$ cat src/rtl/video_pkg.sv
// Shared video-side definitions: sprite RAM geometry and the sprite RAM arbiter state encoding.
// Imported by the sprite RAM arbiter.
package video_pkg;

  localparam int VIDEO_AW   = 13;
  localparam int RD_LAT_MAX = 3;

  localparam logic [VIDEO_AW-1:0] SPRITE_RAM_BASE  = 13'h0000;
  localparam logic [VIDEO_AW-1:0] SPRITE_ATTR_BASE = 13'h1800;

  typedef enum logic [1:0] {
    ST_IDLE   = 2'd0,
    ST_CPU_WR = 2'd1,
    ST_CPU_RD = 2'd2,
    ST_DMA_RD = 2'd3
  } arb_state_t;

  typedef enum logic {
    GNT_CPU = 1'b0,
    GNT_DMA = 1'b1
  } grant_t;

endpackage

$ cat src/rtl/sprite_ram_dma_arbiter.sv
// Single-port sprite RAM arbiter: round-robin between CPU and video DMA, one access in flight.
// Access = grant cycle + RD_LAT cycles (writes: grant + 1); the losing side is held off by cpu_wait/dma_wait.
module sprite_ram_dma_arbiter
  import video_pkg::*;
#(
  parameter int AW     = VIDEO_AW,
  parameter int RD_LAT = 1
) (
  input  logic          clk_sys,
  input  logic          reset,
  input  logic          cpu_cs,
  input  logic          cpu_we,
  input  logic [AW-1:0] cpu_addr,
  input  logic [7:0]    cpu_dout,
  output logic [7:0]    cpu_din,
  output logic          cpu_wait,
  input  logic          dma_en,
  input  logic [AW-1:0] dma_addr,
  output logic [7:0]    dma_data,
  output logic          dma_wait,
  output logic [AW-1:0] ram_addr,
  output logic          ram_we,
  output logic [7:0]    ram_wdata,
  input  logic [7:0]    ram_rdata
);

  localparam logic [RD_LAT_MAX-1:0] LAT_INIT = RD_LAT_MAX'(1) << (RD_LAT - 1);

  arb_state_t            state_q, state_d;
  grant_t                last_grant_q, last_grant_d;
  logic                  cpu_done_q, cpu_done_d;
  logic                  tag_vld_q, tag_vld_d;
  logic [AW-1:0]         dma_tag_q, dma_tag_d;
  logic [AW-1:0]         acc_addr_q, acc_addr_d;
  logic [7:0]            cpu_din_q, cpu_din_d;
  logic [7:0]            dma_data_q, dma_data_d;
  logic [RD_LAT_MAX-1:0] lat_q, lat_d;

  logic cpu_pend;
  logic dma_pend;
  logic gnt_cpu;
  logic gnt_dma;
  logic lat_done;

  assign cpu_pend = cpu_cs & ~cpu_done_q;
  assign dma_wait = dma_en & ~(tag_vld_q & (dma_tag_q == dma_addr));
  assign dma_pend = dma_wait;
  assign cpu_wait = cpu_pend & ~reset;
  assign lat_done = lat_q[0];

  // Grants are issued only from IDLE; the grant cycle itself presents the address to the RAM.
  always_comb begin
    gnt_cpu = 1'b0;
    gnt_dma = 1'b0;
    if ((state_q == ST_IDLE) && !reset) begin
      if (cpu_pend && dma_pend) begin
        gnt_cpu = (last_grant_q == GNT_DMA);
        gnt_dma = (last_grant_q == GNT_CPU);
      end else begin
        gnt_cpu = cpu_pend;
        gnt_dma = dma_pend;
      end
    end
  end

  always_comb begin
    ram_addr  = acc_addr_q;
    ram_we    = 1'b0;
    ram_wdata = 8'h00;
    if (gnt_cpu) begin
      ram_addr = cpu_addr;
      if (cpu_we) begin
        ram_we    = 1'b1;
        ram_wdata = cpu_dout;
      end
    end else if (gnt_dma) begin
      ram_addr = dma_addr;
    end
  end

  always_comb begin
    state_d      = state_q;
    last_grant_d = last_grant_q;
    cpu_done_d   = cpu_done_q & cpu_cs;
    tag_vld_d    = tag_vld_q;
    dma_tag_d    = dma_tag_q;
    acc_addr_d   = acc_addr_q;
    cpu_din_d    = cpu_din_q;
    dma_data_d   = dma_data_q;
    lat_d        = lat_q;

    unique case (state_q)
      ST_IDLE: begin
        if (gnt_cpu) begin
          last_grant_d = GNT_CPU;
          acc_addr_d   = cpu_addr;
          lat_d        = LAT_INIT;
          state_d      = cpu_we ? ST_CPU_WR : ST_CPU_RD;
          // A write under the cached DMA byte invalidates it so the video side refetches.
          if (cpu_we && (cpu_addr == dma_tag_q)) begin
            tag_vld_d = 1'b0;
          end
        end else if (gnt_dma) begin
          last_grant_d = GNT_DMA;
          acc_addr_d   = dma_addr;
          lat_d        = LAT_INIT;
          state_d      = ST_DMA_RD;
        end
      end

      ST_CPU_WR: begin
        cpu_done_d = cpu_cs;
        state_d    = ST_IDLE;
      end

      ST_CPU_RD: begin
        lat_d = lat_q >> 1;
        if (lat_done) begin
          state_d    = ST_IDLE;
          cpu_done_d = cpu_cs;
          if (cpu_cs) begin
            cpu_din_d = ram_rdata;
          end
        end
      end

      ST_DMA_RD: begin
        lat_d = lat_q >> 1;
        if (lat_done) begin
          state_d    = ST_IDLE;
          dma_data_d = ram_rdata;
          dma_tag_d  = acc_addr_q;
          tag_vld_d  = 1'b1;
        end
      end

      default: state_d = ST_IDLE;
    endcase
  end

  always_ff @(posedge clk_sys or posedge reset) begin
    if (reset) begin
      state_q      <= ST_IDLE;
      last_grant_q <= GNT_DMA;
      cpu_done_q   <= 1'b0;
      tag_vld_q    <= 1'b0;
      dma_tag_q    <= '0;
      acc_addr_q   <= '0;
      cpu_din_q    <= 8'h00;
      dma_data_q   <= 8'h00;
      lat_q        <= '0;
    end else begin
      state_q      <= state_d;
      last_grant_q <= last_grant_d;
      cpu_done_q   <= cpu_done_d;
      tag_vld_q    <= tag_vld_d;
      dma_tag_q    <= dma_tag_d;
      acc_addr_q   <= acc_addr_d;
      cpu_din_q    <= cpu_din_d;
      dma_data_q   <= dma_data_d;
      lat_q        <= lat_d;
    end
  end

  assign cpu_din  = cpu_din_q;
  assign dma_data = dma_data_q;

endmodule

$ cat config.mk
export PLATFORM = sky130hd
export DESIGN_NAME = sprite_ram_dma_arbiter
export DESIGN_NICKNAME = d
export VERILOG_FILES = /design/src/rtl/video_pkg.sv /design/src/rtl/sprite_ram_dma_arbiter.sv
export SDC_FILE = /design/constraint.sdc
export NUM_CORES = 1
export LEC_CHECK = 0
export ABC_AREA = 0
export BUFFER_PORTS_ARGS = -buffer_cell sky130_fd_sc_hd__buf_2
export CAP_MARGIN = 25
export CORE_MARGIN = 5
export CORE_UTILIZATION = 39
export DETAILED_ROUTE_END_ITERATION = 10
export PLACE_DENSITY = 0.61
export RECOVER_POWER = 25
export SETUP_SLACK_MARGIN = 0.2
export SYNTH_ARGS = -nofsm -noshare
export SYNTH_HDL_FRONTEND = slang
export SYNTH_SLANG_ARGS = --single-unit
$ cat constraint.sdc
create_clock -name clk_sys -period 4.39 [get_ports clk_sys]
set_input_delay 0.878 -clock clk_sys [delete_from_list [all_inputs] [get_ports clk_sys]]
set_output_delay 0.878 -clock clk_sys [all_outputs]
set_load 0.01 [all_outputs]
==> run metrics <==
Slowest cell on crit path=a21o_1; VDD IR max=between 0.2 and 0.3 mV; Post-DP HPWL=between 5000 and 6000 um; All-Layer GR Usage=0.176; first drt pass iteration count=4; Seq cells post-synth=between 40 and 50; most frequent cells in the layout=buf_2, dfrtp_1, mux2_2, xnor2_1, a31oi_1; Syn-to-layout area delta=22.6%; # setup viols final=0; CP delay by family, top=compound AO/OA/AOI/OAI gates; Overflow after GRT=0; number of global-route vias before repair=approximately 2,500; Reg area=1200 um2; nature of the critical path endpoint=output pin; sw frac=0.409; Vias=2,341; part of the power in registers=0.380; Syn Nets=301; total wire length=7400 um; clock latency on the worst-skew pair=0.31 ns; Nets=384; Antenna Diode Count=0; Placed Area=about 3200 um2; Post-CTS Repair Setup Buffers=0; Port Buffers=86; FMAX=0.256 GHz; Worst Path Arrival=3.02 ns; switching power of the nets=880 uW; clock slew at reported path FFs=0.10 ns; DR DRC count=0; share of cells above drive strength 1=0.399; Yosys Warn Count=0; Leak=about 1.5 nW; EDFF count, synth=0; critical path startpoint category=primary input; skew final=0.0105 ns; Cell Rows=30; final critical-path required period=3.90 ns; die height=93.2 um; Worst Path Buf+Inv=3; largest net degree at the start of global routing=37; total core area=6760 um2; clock sink count=48; cell area after layout=3310 um2; async set-reset flop share out of synthesis=1.00; Power Density=around 650 nW/um2; max_slew headroom=0.159; # IOs=87; CP Data Required Time=3.51 ns; CTS resizes=0; Power Internal=1.27 mW; fillers=646; antenna-violating nets left=0; CTS tree=built; TNS Setup=0 ns; ys flop type=dfrtp_1; Mapped Cells=about 250; Max Slew Vio Count=0; final RePlAce weighted congestion=0.814; commonest non-fill, non-tap cell in the layout=buf_2; Post-Place Worst Slack=0.508 ns; Fin Hold WS=0.509 ns; H-tree depth=2; crit-path max FO=28; max capacitance violation total=0; die area=8680 um2; Logic pwr share=0.490; area of the multi-input gates=roughly 1400 um2; clock share of power=0.130; Tot Pwr=2.15 mW; WL per Instance=17.9 um; starting density of the core=0.399; CP Cell Sequence=buf_2 > xnor2_1 > nand4_1 > o41ai_4 > inv_2 > a21o_1 > a31oi_1 > buf_2; vias per cell=~5.7; RSZ-0062 raised after global routing=false; outcome=finished clean; post-synthesis average cell area=10.8 um2; final worst path period share=0.889; Worst Tran Pin Value=1.26 ns; first-pass GRT wire length=12,100 um; Cell variety after synth=36; CTS buffer count=5; most frequent CP cell=buf_2; clock tree buffer depth=2; register area share after synthesis=0.446; Die W=93.2 um; HP Class=reg2reg; mapped cell area=roughly 2700 um2; DRT iter0 DRCs=139; delay of the slowest critical-path stage=0.55 ns; root buffer cell=clkbuf_8; initial antenna violation count=0; post-route setup slack=0.488 ns; Fin. Hold Viols=0; critical path class=in2out; # hold bufs at CTS=0
[logic make-up after synthesis]
| group | synth area share |
|---|---|
| compound gates | 0.188 |
| simple gates | 0.102 |
| fa+ha+maj | 0.0232 |
| buf+inv | 0.0362 |
| mux | 0.121 |
| xor+xnor | 0.0844 |
| flops | 0.446 |
[cell usage after synthesis, types with 2 or more instances]
| master | instances | share of area |
|---|---|---|
| dfrtp_1 | 47 | 0.44 |
| mux2_2 | 29 | 0.12 |
| a31oi_1 | 26 | 0.060 |
| xnor2_1 | 26 | 0.084 |
| nand4_1 | 20 | 0.046 |
| a211oi_1 | 14 | 0.039 |
| clkbuf_1 | 13 | 0.018 |
| o31ai_1 | 13 | 0.036 |
| and2_1 | 9 | 0.021 |
| inv_1 | 7 | 0.0097 |
| ha_1 | 5 | 0.023 |
| nand2_1 | 5 | 0.0070 |
| a21oi_1 | 4 | 0.0074 |
| buf_2 | 3 | 0.0056 |
| o22ai_1 | 3 | 0.0070 |
| nand3_1 | 2 | 0.0037 |
| nor2_1 | 2 | 0.0028 |
| nor3_1 | 2 | 0.0037 |
| o21ai_0 | 2 | 0.0037 |
[worst register-to-register path, cell delays in order (launching register included)]
cell and delay (ns):
dfrtp_1 0.43, xnor2_1 0.23, nand4_1 0.21, o41ai_4 0.40, inv_2 0.22, a21o_1 0.55
a311o_1 0.48
[metal layers]
| layer | global-route usage | part of all wire |
|---|---|---|
| met1 | 0.213 | 0.42 |
| met2 | 0.312 | 0.50 |
| met3 | 0.0410 | 0.067 |
| met4 | 0.0476 | 0.012 |
| met5 | 0 | 0 |
[power groups by stage]
stage	registers [mW]	clock network, mW	logic, mW
floorplan	0.829	0	0.691
global placement	0.819	0	1.04
detailed placement	0.827	0	1.06
CTS	0.818	0.288	1.06
global route	0.848	0.305	1.16
finish	0.816	0.280	1.05
[flip-flops by register name (all words and copies together) (netlist names)]
signal,count
tag_vld_q,1
last_grant_q,1
dma_tag_q,13
lat_q,1
cpu_done_q,1
acc_addr_q,13
dma_data,8
state_q,2
cpu_din,8
[area by class of cell]
class,instances,area share
Tap cell,80,0.0302
Timing Repair Buffer,92,0.145
Clock inverter,3,0.00794
Clock buffer,5,0.0208
Multi-Input combinational cell,176,0.423
Inverter,9,0.0102
Sequential cell,48,0.363
[path summary, 6_finish.rpt]
check	start	to	slack, ns	cells after the start
setup / recovery	dma_addr[9]	ram_addr[12]	0.49	8
setup reg to reg	dma_tag_q[9]	tag_vld_q	1.75	6
max in group asynchronous	reset	acc_addr_q[5]	2.09	3
min in group asynchronous	reset	acc_addr_q[12]	1.07	2
hold reg to reg	cpu_din[5]	cpu_din[5]	0.51	1
hold / removal	cpu_din[5]	cpu_din[5]	0.51	1
[per-stage QoR]
step | util | instances
6_report | 0.490 | 413
5_1_grt | 0.490 | 413
4_1_cts | 0.488 | 412
3_5_place_dp | 0.474 | 404
3_3_place_gp | 0.474 | 404
2_1_floorplan | - | 249
No activity file was read; power rests on OpenSTA's default activity.
